===== src/rtl/gate_model_test_sequencer_pkg.sv =====
// Shared types and step functions for the gate-model test sequencer:
// FSM state encoding, LFSR/MISR tap constants and their next-state functions.
package gate_seq_pkg;

    typedef enum logic [2:0] {
        IDLE    = 3'd0,
        LOAD    = 3'd1,
        APPLY   = 3'd2,
        SETTLE  = 3'd3,
        CAPTURE = 3'd4,
        DONE    = 3'd5
    } state_t;

    // Fibonacci LFSR taps at bits 23, 22, 21, 16
    localparam logic [23:0] LFSR_TAP = 24'hE10000;
    // MISR feedback taps at bits 15, 14, 12, 3
    localparam logic [15:0] MISR_TAP = 16'hD008;

    function automatic logic [23:0] lfsr_step(input logic [23:0] l);
        return {l[22:0], ^(l & LFSR_TAP)};
    endfunction

    function automatic logic [15:0] misr_step(input logic [15:0] m, input logic [15:0] d);
        return {m[14:0], ^(m & MISR_TAP)} ^ d;
    endfunction

endpackage


===== src/rtl/gate_model_test_sequencer_sig_misr.sv =====
// Multiple-input signature register: compresses one response word per enabled
// cycle into a running signature. clr has priority over en.
module sig_misr
    import gate_seq_pkg::*;
#(
    parameter int SIG_W = 16
) (
    input  logic             clk,
    input  logic             rst_n,
    input  logic             clr,
    input  logic             en,
    input  logic [SIG_W-1:0] data,
    output logic [SIG_W-1:0] misr
);

    logic [SIG_W-1:0] misr_r;

    // Signature register: clear, fold one word, or hold
    always_ff @(posedge clk or negedge rst_n) begin
        if (!rst_n) begin
            misr_r <= {SIG_W{1'b0}};
        end else if (clr) begin
            misr_r <= {SIG_W{1'b0}};
        end else if (en) begin
            misr_r <= misr_step(misr_r, data);
        end else begin
            misr_r <= misr_r;
        end
    end

    assign misr = misr_r;

endmodule


===== src/rtl/gate_model_test_sequencer.sv =====
// Gate-model test sequencer: drives LFSR vectors into a combinational gate
// model, waits SETTLE_CYC cycles, folds each response into a MISR and reports
// the final signature. Optional macro GOLDEN_CMP_EN adds expected_sig/pass.
module gate_model_test_sequencer
    import gate_seq_pkg::*;
#(
    parameter int IN_W       = 24,
    parameter int OUT_W      = 10,
    parameter int SIG_W      = 16,
    parameter int CNT_W      = 16,
    parameter int SETTLE_CYC = 2
) (
    input  logic             clk,
    input  logic             rst_n,
    input  logic             start,
    input  logic             abort,
    input  logic [IN_W-1:0]  seed,
    input  logic [CNT_W-1:0] num_vectors,
`ifdef GOLDEN_CMP_EN
    input  logic [SIG_W-1:0] expected_sig,
    output logic             pass,
`endif
    output logic [IN_W-1:0]  dut_in,
    input  logic [OUT_W-1:0] dut_out,
    output logic             busy,
    output logic             done,
    output logic [CNT_W-1:0] vec_count,
    output logic [SIG_W-1:0] signature
);

    localparam int              TW        = $clog2(SETTLE_CYC + 1);
    localparam logic [TW-1:0]   SETTLE_LD = TW'(SETTLE_CYC - 1);
    localparam logic [TW-1:0]   TMR_ONE   = TW'(1'b1);
    localparam logic [CNT_W-1:0] CNT_ONE  = CNT_W'(1'b1);
    localparam logic [IN_W-1:0] LFSR_ONE  = IN_W'(1'b1);

    state_t           state_r;
    state_t           state_s;
    logic [IN_W-1:0]  seed_r;
    logic [CNT_W-1:0] num_r;
    logic [IN_W-1:0]  lfsr_r;
    logic [TW-1:0]    timer_r;
    logic [IN_W-1:0]  dut_in_r;
    logic             busy_r;
    logic             done_r;
    logic [CNT_W-1:0] vec_count_r;
    logic [SIG_W-1:0] signature_r;
    logic [SIG_W-1:0] misr_s;
    logic             misr_clr_s;
    logic             misr_en_s;
`ifdef GOLDEN_CMP_EN
    logic [SIG_W-1:0] exp_r;
    logic             pass_r;
`endif

    assign misr_clr_s = (state_r == LOAD) && !abort;
    assign misr_en_s  = (state_r == CAPTURE) && !abort;

    sig_misr #(.SIG_W(SIG_W)) u_misr (
        .clk   (clk),
        .rst_n (rst_n),
        .clr   (misr_clr_s),
        .en    (misr_en_s),
        .data  ({{(SIG_W-OUT_W){1'b0}}, dut_out}),
        .misr  (misr_s)
    );

    // FSM state register
    always_ff @(posedge clk or negedge rst_n) begin
        if (!rst_n) begin
            state_r <= IDLE;
        end else begin
            state_r <= state_s;
        end
    end

    // Next-state logic; abort returns to IDLE from any busy state
    always_comb begin
        state_s = state_r;
        case (state_r)
            IDLE:    state_s = start ? LOAD : IDLE;
            LOAD:    state_s = abort ? IDLE : ((num_r == {CNT_W{1'b0}}) ? DONE : APPLY);
            APPLY:   state_s = abort ? IDLE : SETTLE;
            SETTLE:  state_s = abort ? IDLE : ((timer_r == {TW{1'b0}}) ? CAPTURE : SETTLE);
            CAPTURE: state_s = abort ? IDLE : ((vec_count_r == (num_r - CNT_ONE)) ? DONE : APPLY);
            DONE:    state_s = IDLE;
            default: state_s = IDLE;
        endcase
    end

    // Datapath and registered outputs, updated per state
    always_ff @(posedge clk or negedge rst_n) begin
        if (!rst_n) begin
            seed_r      <= {IN_W{1'b0}};
            num_r       <= {CNT_W{1'b0}};
            lfsr_r      <= {IN_W{1'b0}};
            timer_r     <= {TW{1'b0}};
            dut_in_r    <= {IN_W{1'b0}};
            busy_r      <= 1'b0;
            done_r      <= 1'b0;
            vec_count_r <= {CNT_W{1'b0}};
            signature_r <= {SIG_W{1'b0}};
`ifdef GOLDEN_CMP_EN
            exp_r       <= {SIG_W{1'b0}};
            pass_r      <= 1'b0;
`endif
        end else begin
            busy_r <= (state_s != IDLE);
            done_r <= 1'b0;
            case (state_r)
                IDLE: begin
                    if (start) begin
                        seed_r <= seed;
                        num_r  <= num_vectors;
`ifdef GOLDEN_CMP_EN
                        exp_r  <= expected_sig;
`endif
                    end
                end
                LOAD: begin
                    if (!abort) begin
                        // an all-zero seed would lock the LFSR, so substitute 1
                        lfsr_r      <= (seed_r == {IN_W{1'b0}}) ? LFSR_ONE : seed_r;
                        vec_count_r <= {CNT_W{1'b0}};
`ifdef GOLDEN_CMP_EN
                        pass_r      <= 1'b0;
`endif
                    end
                end
                APPLY: begin
                    if (!abort) begin
                        dut_in_r <= lfsr_r;
                        timer_r  <= SETTLE_LD;
                    end
                end
                SETTLE: begin
                    if (!abort && (timer_r != {TW{1'b0}})) begin
                        timer_r <= timer_r - TMR_ONE;
                    end
                end
                CAPTURE: begin
                    if (!abort) begin
                        lfsr_r      <= lfsr_step(lfsr_r);
                        vec_count_r <= vec_count_r + CNT_ONE;
                    end
                end
                DONE: begin
                    if (!abort) begin
                        done_r      <= 1'b1;
                        signature_r <= misr_s;
`ifdef GOLDEN_CMP_EN
                        pass_r      <= (misr_s == exp_r);
`endif
                    end
                end
                default: begin
                    done_r <= 1'b0;
                end
            endcase
`ifdef GOLDEN_CMP_EN
            if (abort && (state_r != IDLE)) begin
                pass_r <= 1'b0;
            end
`endif
        end
    end

    assign dut_in    = dut_in_r;
    assign busy      = busy_r;
    assign done      = done_r;
    assign vec_count = vec_count_r;
    assign signature = signature_r;
`ifdef GOLDEN_CMP_EN
    assign pass      = pass_r;
`endif

endmodule


===== config.mk =====
export PLATFORM = sky130hd
export DESIGN_NAME = gate_model_test_sequencer
export DESIGN_NICKNAME = d
export VERILOG_FILES = /design/src/rtl/gate_model_test_sequencer_pkg.sv /design/src/rtl/gate_model_test_sequencer_sig_misr.sv /design/src/rtl/gate_model_test_sequencer.sv
export SDC_FILE = /design/constraint.sdc
export NUM_CORES = 1
export LEC_CHECK = 0
export ABC_AREA = 0
export BUFFER_PORTS_ARGS = -buffer_cell sky130_fd_sc_hd__buf_4
export CORE_MARGIN = 2
export CORE_UTILIZATION = 35
export DETAILED_ROUTE_END_ITERATION = 16
export PLACE_DENSITY = 0.64
export RECOVER_POWER = 50
export SYNTH_ARGS = -nofsm -noshare
export SYNTH_HDL_FRONTEND = slang
export SYNTH_HIERARCHICAL = 1
export SYNTH_SLANG_ARGS = --single-unit

===== constraint.sdc =====
create_clock -name clk -period 5.05 [get_ports clk]
set_input_delay 0.2525 -clock clk [delete_from_list [all_inputs] [get_ports clk]]
set_output_delay 0.2525 -clock clk [all_outputs]
set_load 0.1 [all_outputs]

# Word-level counts from Yosys, hierarchy flattened
# Index checks and enable logic that the tools add are counted.
# op_classes
n_addsub,3
eq_ne,10
muxes,23
bitwise,2
reduce_logical,20
# op_table
cell,n
2-to-1 mux 24 bit,3
2-to-1 mux 16 bit,4
case mux 24 bit (2 select lines),1
case mux 16 bit (2 select lines),1
logical NOT 24 bit,1
parity 24 bit,1
2-to-1 mux 3 bit,6
adder 16 x 1 -> 16 bit (second input constant),1
equality test 16 bit,1
logical NOT 16 bit,1
parity 16 bit,1
subtractor 16 x 1 -> 16 bit (second input constant),1
XOR 16 x 10 -> 16 bit,1
case mux 3 bit (5 select lines),1
inequality test 2 bit (second input constant),4
nonzero test 2 bit,4
equality test 3 x 2 -> 1 bit (second input constant),2
equality test 3 bit (second input constant),2
2-to-1 mux 2 bit,3
AND reduction 2 bit,3
AND reduction 3 bit,2
case mux 2 bit (2 select lines),1
equality test 3 x 1 -> 1 bit (second input constant),1
logical AND 1 bit,3
other kinds (7),9
# word_totals
regBits,143
out_inout_bits,58
elab_cells,69

# Depth between registers and ports, before layout
# Gate-level depths: netlist (run 1).
# logic_depth
depth_word,6
mapped_depth,9

# Cells and area by module
# Netlist (run 1), hierarchy kept.
# modules_own_cells
mod,n_inst,cells_per_inst,area_per_inst_um2
gate_model_test_sequencer,1,484,5800.6
sig_misr,1,73,793.3

# Worst setup path after synthesis (run 1)
# No wires, ideal clock.
# synth_timing
path_kind,reg-to-reg
startpoint,"reg vec_count_r[7], in the netlist vec_count[7]"
endpoint,"reg vec_count_r[15], in the netlist vec_count[15]"
arrival_time_ps,2455
t_required_ps,4976
path_slack_ps,2521
stages_incl_launch_ff,8
synth_period_minus_slack_ps,2529
path_cell_list,dfrtp_1 -> clkbuf_1 -> and3_1 -> and3_1 -> nand3_1 -> or4_1 -> xor2_1 -> nor2_1
# synth_between
elab_chain_cells,3
# synth_rtl
element,line_no,text
from (decl),gate_model_test_sequencer.sv:46,logic [CNT_W-1:0] vec_count_r;
from (signal assigned),gate_model_test_sequencer.sv:101,vec_count_r <= {CNT_W{1'b0}};
from (signal assigned),gate_model_test_sequencer.sv:124,vec_count_r <= {CNT_W{1'b0}};
from (signal assigned),gate_model_test_sequencer.sv:144,vec_count_r <= vec_count_r + CNT_ONE;
adder 16 x 1 -> 16 bit,gate_model_test_sequencer.sv:144,
2-to-1 mux 16 bit,gate_model_test_sequencer.sv:142,if (!abort) begin
case mux 16 bit (2 select lines),gate_model_test_sequencer.sv:110,case (state_r)
# No other way between the ends. The select of a mux whose other input is x is not followed.
# A chain may end at the register's enable or synchronous reset.

# Worst setup path after layout (run 1)
# layout_timing
startpoint,reg state_r[0]
endpoint,"reg u_misr.misr_r[0], in the netlist u_misr/misr[0]"
# layout_between
elab_chain_cells,3
elab_cells_between_ends,6
cone_classes,eq/ne: 2; mux: 1; reduce/logical: 3
# layout_rtl
element,line_no,text
from (decl),gate_model_test_sequencer.sv:37,state_t state_r;
from (signal assigned),gate_model_test_sequencer.sv:73,state_r <= state_s;
equality test 3 bit,gate_model_test_sequencer.sv:57,assign misr_en_s = (state_r == CAPTURE) && !abort;
logical AND 1 bit,gate_model_test_sequencer.sv:57,
named net misr_en_s,gate_model_test_sequencer.sv:50,logic misr_en_s;
nonzero test 2 bit (no line),--,
to (signal assigned),gate_model_test_sequencer_sig_misr.sv:23,misr_r <= {SIG_W{1'b0}};
to (signal assigned),gate_model_test_sequencer_sig_misr.sv:25,"misr_r <= misr_step(misr_r, data);"
to (signal assigned),gate_model_test_sequencer_sig_misr.sv:27,misr_r <= misr_r;
to (decl),gate_model_test_sequencer_sig_misr.sv:16,logic [SIG_W-1:0] misr_r;
# The timed path passes the listed nets, and every way through them passes these cells.

==> flow_summary.toml, run 1 <==
[status]
outcome = "complete, but fails checks"
violations = "max-capacitance violations, max-slew violations"

[yosys]
synth.most_common_cell = "dfrtp_1"
syn-cell-area_mm2 = 0.00659
synth_area_per_cell_um2 = 11.8
yosys.area.top_type_share_pct = 54.3
syn_inst = 557
ys_types = 54
synth_edf_count = 0
ys_seq_area_share_pct = 54.3
synth_seq_cells = 143
synth_common_cells = "dfrtp_1, mux2_2, nand2_1, nor2_1, xnor2_1"
synthArstFlopShare_pct = 100
synth_top_area_cell = "dfrtp_1"
yosys-top-cells-area = "dfrtp_1, mux2_2, xnor2_1"
synth-main-ff-cell = "dfrtp_1"
yosysWarnings = 6

[power_and_ir_drop]
power_frac_seq_pct = 38.2
netSwitchingFraction_pct = 41.9
p_int_mw = 2.87
switchingPower_mw = 2.07
ir_drop_mv = 0.456
clockPowerShare_pct = 25.5
finalPower_mw = 4.93
comb_power_share_pct = 36.4
leakage_nw = 3.43
powerDensity_mw_per_mm2 = 612

[timing]
setup-tns-final_ns = 0
finalWorstSetupSlack_ns = 1.57
setup_viol = 0
layout_min_cycle_time_ns = 3.48
fmax_mhz = 287
fin_crit_sh_pct = 69.0
slew_violations = 27
finalHoldViolCount = 0
skew_ns = 0.00581
tightestPinTransition_ns = 1.80
rsz0062_at_grt = "false"
hold_ws_ns = 0.0488
relSlewSlack_pct = -20.1

[critical_path]
cp_num_buf_inv = 2
cp.arrival_ns = 3.82
crit_type = "register to register"
worstPathMaxFanout = 32
cp_slowest_cell = "clkbuf_1"
max_stage_delay_ns = 1.32
crit_path_start_kind = "register"
required_ns = 5.39
end_kind = "register"
cp-startpoint = "state_r[0]"
rr_startpoint = "state_r[0]"
crit_chain = "nor3b_1 > clkbuf_1 > nor2b_2 > buf_4 > nor2b_1 > nand2b_1 > o221ai_2"
path_delay_family = "buffers and inverters"

[global_route]
grt.overflow.total = 0
grt_pass1_wl_mm = 24.7
grt_pass1_vias = 4807
grt_max_degree = 87
track_usage_pct = 15.6
antenna_found_initial = 0

[die]
core_mm2 = 0.0186
fp.dieW_um = 141
die_y_um = 141
row_count = 50
start_util_pct = 35.5
ios = 112
fp.dieArea_mm2 = 0.0200

[layout]
diodes = 0
fin_nets = 730
fin_area_mm2 = 0.00806
utilization_pct = 43.4
nFillCells = 1802
stdcell_count = 920
drive_gt1_share_pct = 25.1
area_growth_pct = 22.2

[cts]
cts.sinks = 143
clk_pin_slew_ns = 0.06
cts.path.max_buffers = 2
htreeDepth = 4
cts_post_setup_buffers_inserted = 0
postCtsHoldBufs = 1
cts_buffers = 17
root_buffer = "clkbuf_16"
cts_tree = "built"
clk_latency_ns = 0.42
cts_resized = 0

[route]
first_iter_violations = 128
drt-total-wl_mm = 14.7
firstDrtPassIters = 4
post_drt_wl_per_cell_um = 15.9
vias = 4604
viasPerCell = 5.00
drcViolationCount = 0
ant_nets = 0

[flow_run]
max-cap-violations = 1

[place]
numPortBuffers = 111
dpl_worst_slack_ns = 2.34
placed_area_mm2 = 0.00771
place_congestion = 0.924
place_hpwl_mm = 10.3
dp.cells = 887

[hold_path]
min_from = "seed[14]"
hp-class = "primary input to register"
==> layer usage <==
layer	GRT usage (%)	vias to the layer above	share of wire, %	wire, um
li1	-	2185	-	-
met3	3.88	22	4.3	636
met1	20.7	2285	47	6830
met5	0	-	0	0
met4	5.32	0	1.6	232
met2	25.0	112	48	6970
==> power groups by stage <==
| stage | registers, mW | clock network [mW] | logic [mW] |
|---|---|---|---|
| floorplan | 2.44 | 0 | 0.872 |
| global placement | 1.89 | 0 | 1.86 |
| detailed placement | 1.91 | 0 | 1.90 |
| CTS | 1.89 | 1.29 | 1.90 |
| global route | 1.95 | 1.33 | 1.94 |
| finish | 1.88 | 1.26 | 1.79 |
==> worst register-to-register path: stages, from the launching register on <==
cell and delay, ns:
dfrtp_1 0.49, nor3b_1 0.23, clkbuf_1 1.32, nor2b_2 0.51
buf_4 0.37, nor2b_1 0.23, nand2b_1 0.09, o221ai_2 0.15
==> cell usage in the layout, fill, tap and decap left out, types with 2 or more instances in the layout <==
cell and instances:
xnor2_1 39, ha_1 3, mux2_2 69, clkbuf_16 17, buf_4 56, inv_6 4
and3_1 3, a21oi_1 6, a211oi_1 16, nand2_1 44, conb_1 6, or3_1 5
clkinv_4 4, clkbuf_1 62, nor2_2 2, clkinv_2 2, xor2_1 15, inv_1 6
and4_1 2, nand3_1 11, mux2_1 9, nand4_1 4, and2_1 3, mux2i_1 24
clkinvlp_4 2, or4_4 3, o21ai_0 31, nand2b_1 3, or4_1 2, nor3_1 8
nor3b_1 4, nor2_1 39, bufinv_16 2, nor4_1 7, dfrtp_1 143, a31oi_1 3
==> final cells by class <==
class	instances	area, um^2	area share (%)
clock buffer	18	439	5.45
clock inverter	14	155	1.93
inverter	6	22.5	0.280
multi-input combinational	385	2900	35.9
sequential	143	3580	44.4
tap	234	293	3.63
timing repair buffer	120	674	8.37
==> logic make-up after synthesis <==
family                   synth area share [%]
adder cells (fa/ha/maj)                 0.569
multiplexers                             17.0
XOR/XNOR                                 7.76
AND/OR/NAND/NOR                          12.1
other                                  0.0569
flip-flops                               54.3
buffers and inverters                    2.13
AO/OA/AOI/OAI                            6.17
==> worst paths after layout <==
path	to	slack (ns)	depth (start not counted)
max	u_misr/misr[0]	1.57	7
min	seed_r[14]	0.05	2
max reg2reg	u_misr/misr[0]	1.57	7
min reg2reg	dut_in[6]	0.49	1
max in group asynchronous	signature[10]	3.34	3
min in group asynchronous	seed_r[20]	0.44	2
==> state kept, by name, indices dropped and copies added, names as in the netlist, 2 cells and up <==
signal,flops
vec_count,16
signature,16
timer_r,2
dut_in,24
state_r,3
num_r,16
seed_r,24
lfsr_r,24
u_misr/misr,16
Note: power is estimated with default switching activity, not from simulation.
==> inputs of run 2 (changes only) <==
Clock period 5.05 ns to 3.62 ns, I/O delays scaled along.
==> flow_summary.toml, run 2 (synthesis results as in run 1) <==
[status]
outcome = "completed"

[hold_path]
hp-class = "primary input to register"
hold_path_end = "num_r[2]"
min_from = "num_vectors[2]"
whs_path_depth = 2

[route]
highest_layer = "met4"
ant_nets = 0
dr_wl_met3_um = 620
vias = 4712
drcViolationCount = 0
viasPerCell = 4.91
drt-met1-wl_mm = 6.77
drt-total-wl_mm = 15.2
post_drt_wl_per_cell_um = 15.8
firstDrtPassIters = 6
wl_met2_mm = 7.62
first_iter_violations = 202

[place]
dpl_worst_slack_ns = 0.911
numPortBuffers = 111
placed_area_mm2 = 0.00771
place_congestion = 0.916
dp.cells = 888
place_hpwl_mm = 10.3

[layout]
nFillCells = 1712
final_cell_mix = "dfrtp_1, mux2_2, buf_4"
fin_area_mm2 = 0.00849
final_common_cell = "dfrtp_1"
stdcell_count = 959
drive_gt1_share_pct = 25.0
diodes = 0
utilization_pct = 45.7
fin_nets = 769
area_growth_pct = 28.7

[global_route]
grt.overflow.total = 0
grt_max_degree = 118
grt_pass1_wl_mm = 25.0
track_usage_pct = 15.8
antenna_found_initial = 0
grt_pass1_vias = 4993

[timing]
finalWorstSetupSlack_ns = 0.857
hold_ws_ns = 0.0152
setup-tns-final_ns = 0
finalHoldViolCount = 0
rsz0062_at_grt = "false"
setup_viol = 0
fmax_mhz = 362
fin_crit_sh_pct = 76.3
skew_ns = 0.0110
relSlewSlack_pct = 18.1
layout_min_cycle_time_ns = 2.76
slew_violations = 0
tightestPinTransition_ns = 1.23

[critical_path]
crit_chain = "inv_1 > ha_1 > or4b_1 > or4_4 > nor3_2 > xnor2_1 > and4_1 > nand2_1 > a211o_1"
rr_endpoint = "state_r[1]"
max_stage_delay_ns = 0.53
cp_num_buf_inv = 1
worstPathMaxFanout = 6
required_ns = 3.92
reg2reg_setup_slack_ns = 0.86
crit_path_start_kind = "register"
crit_type = "register to register"
path_delay_family = "simple AND/OR/NAND/NOR gates"
reg2reg_depth = 9
rr_startpoint = "num_r[0]"
cp.arrival_ns = 3.06
cp_slowest_cell = "or4b_1"
end_kind = "register"

[cts]
cts_post_setup_buffers_inserted = 0
root_buffer = "clkbuf_16"
postCtsHoldBufs = 39
clk_latency_ns = 0.42
cts.sinks = 143
cts.path.max_buffers = 2
cts_tree = "built"
clk_pin_slew_ns = 0.06
cts_resized = 0
htreeDepth = 4
cts_buffers = 17

[die]
ios = 112
die_y_um = 141
core_mm2 = 0.0186
fp.dieArea_mm2 = 0.0200
fp.dieW_um = 141
start_util_pct = 35.5
row_count = 50

[power_and_ir_drop]
leakage_nw = 3.64
powerDensity_mw_per_mm2 = 817
finalPower_mw = 6.94
ir_drop_mv = 0.704

[flow_run]
max-cap-violations = 0
-- run 2: changes by cell type in the layout (fill, tap and decap cells not counted), sizes merged --
cell	delta
inv	+1
clkbuf	-6
clkinvlp	-2
clkinv	+1
buf	+7
dlygate4sd3	+38
-- run 2: routing by layer --
layer  up-vias  GRT usage (%)
li1       2273              -
met1      2329           20.0
met2        99           26.8
met3        11           4.05
met4         0           4.47
met5         -              0
-- run 2: power by group --
| part | total [mW] | switching [mW] | internal [mW] |
|---|---|---|---|
| logic | 2.57 | 1.70 | 0.870 |
| clock network | 1.74 | 0.698 | 1.04 |
| registers | 2.63 | 0.502 | 2.13 |
| total | 6.94 | 2.90 | 4.04 |
-- run 2: worst max path at each step --
stage	start	endpoint	slack, ns	cells past startpoint
after floorplan	vec_count[7]	vec_count[15]	1.09	7
after global placement	num_r[0]	state_r[1]	1.02	9
after detailed placement	num_r[0]	state_r[1]	0.91	9
after CTS	num_r[0]	state_r[1]	0.88	9
after global routing	num_r[0]	state_r[1]	0.72	9
final	num_r[0]	state_r[1]	0.86	9
-- run 2: worst register-to-register path: cells and delay by family (launching register included) --
kind / cells / cell delay [ns]
xor gates and xnor gates: 1 / 0.15
AOI/OAI and AO/OA: 1 / 0.29
and+or+nand+nor: 5 / 1.44
adders and majority gates: 1 / 0.22
DFF: 1 / 0.44
buffers and inverters: 1 / 0.11
-- run 2: layout make-up --
class                      instances  area, um^2  share of cell area [%]
tap                              234         293                    3.45
sequential                       143        3580                    42.2
inverter                           6        22.5                   0.265
clock buffer                      18         439                    5.17
clock inverter                    14         154                    1.81
timing repair buffer             159        1080                    12.8
multi-input combinational        385        2920                    34.4
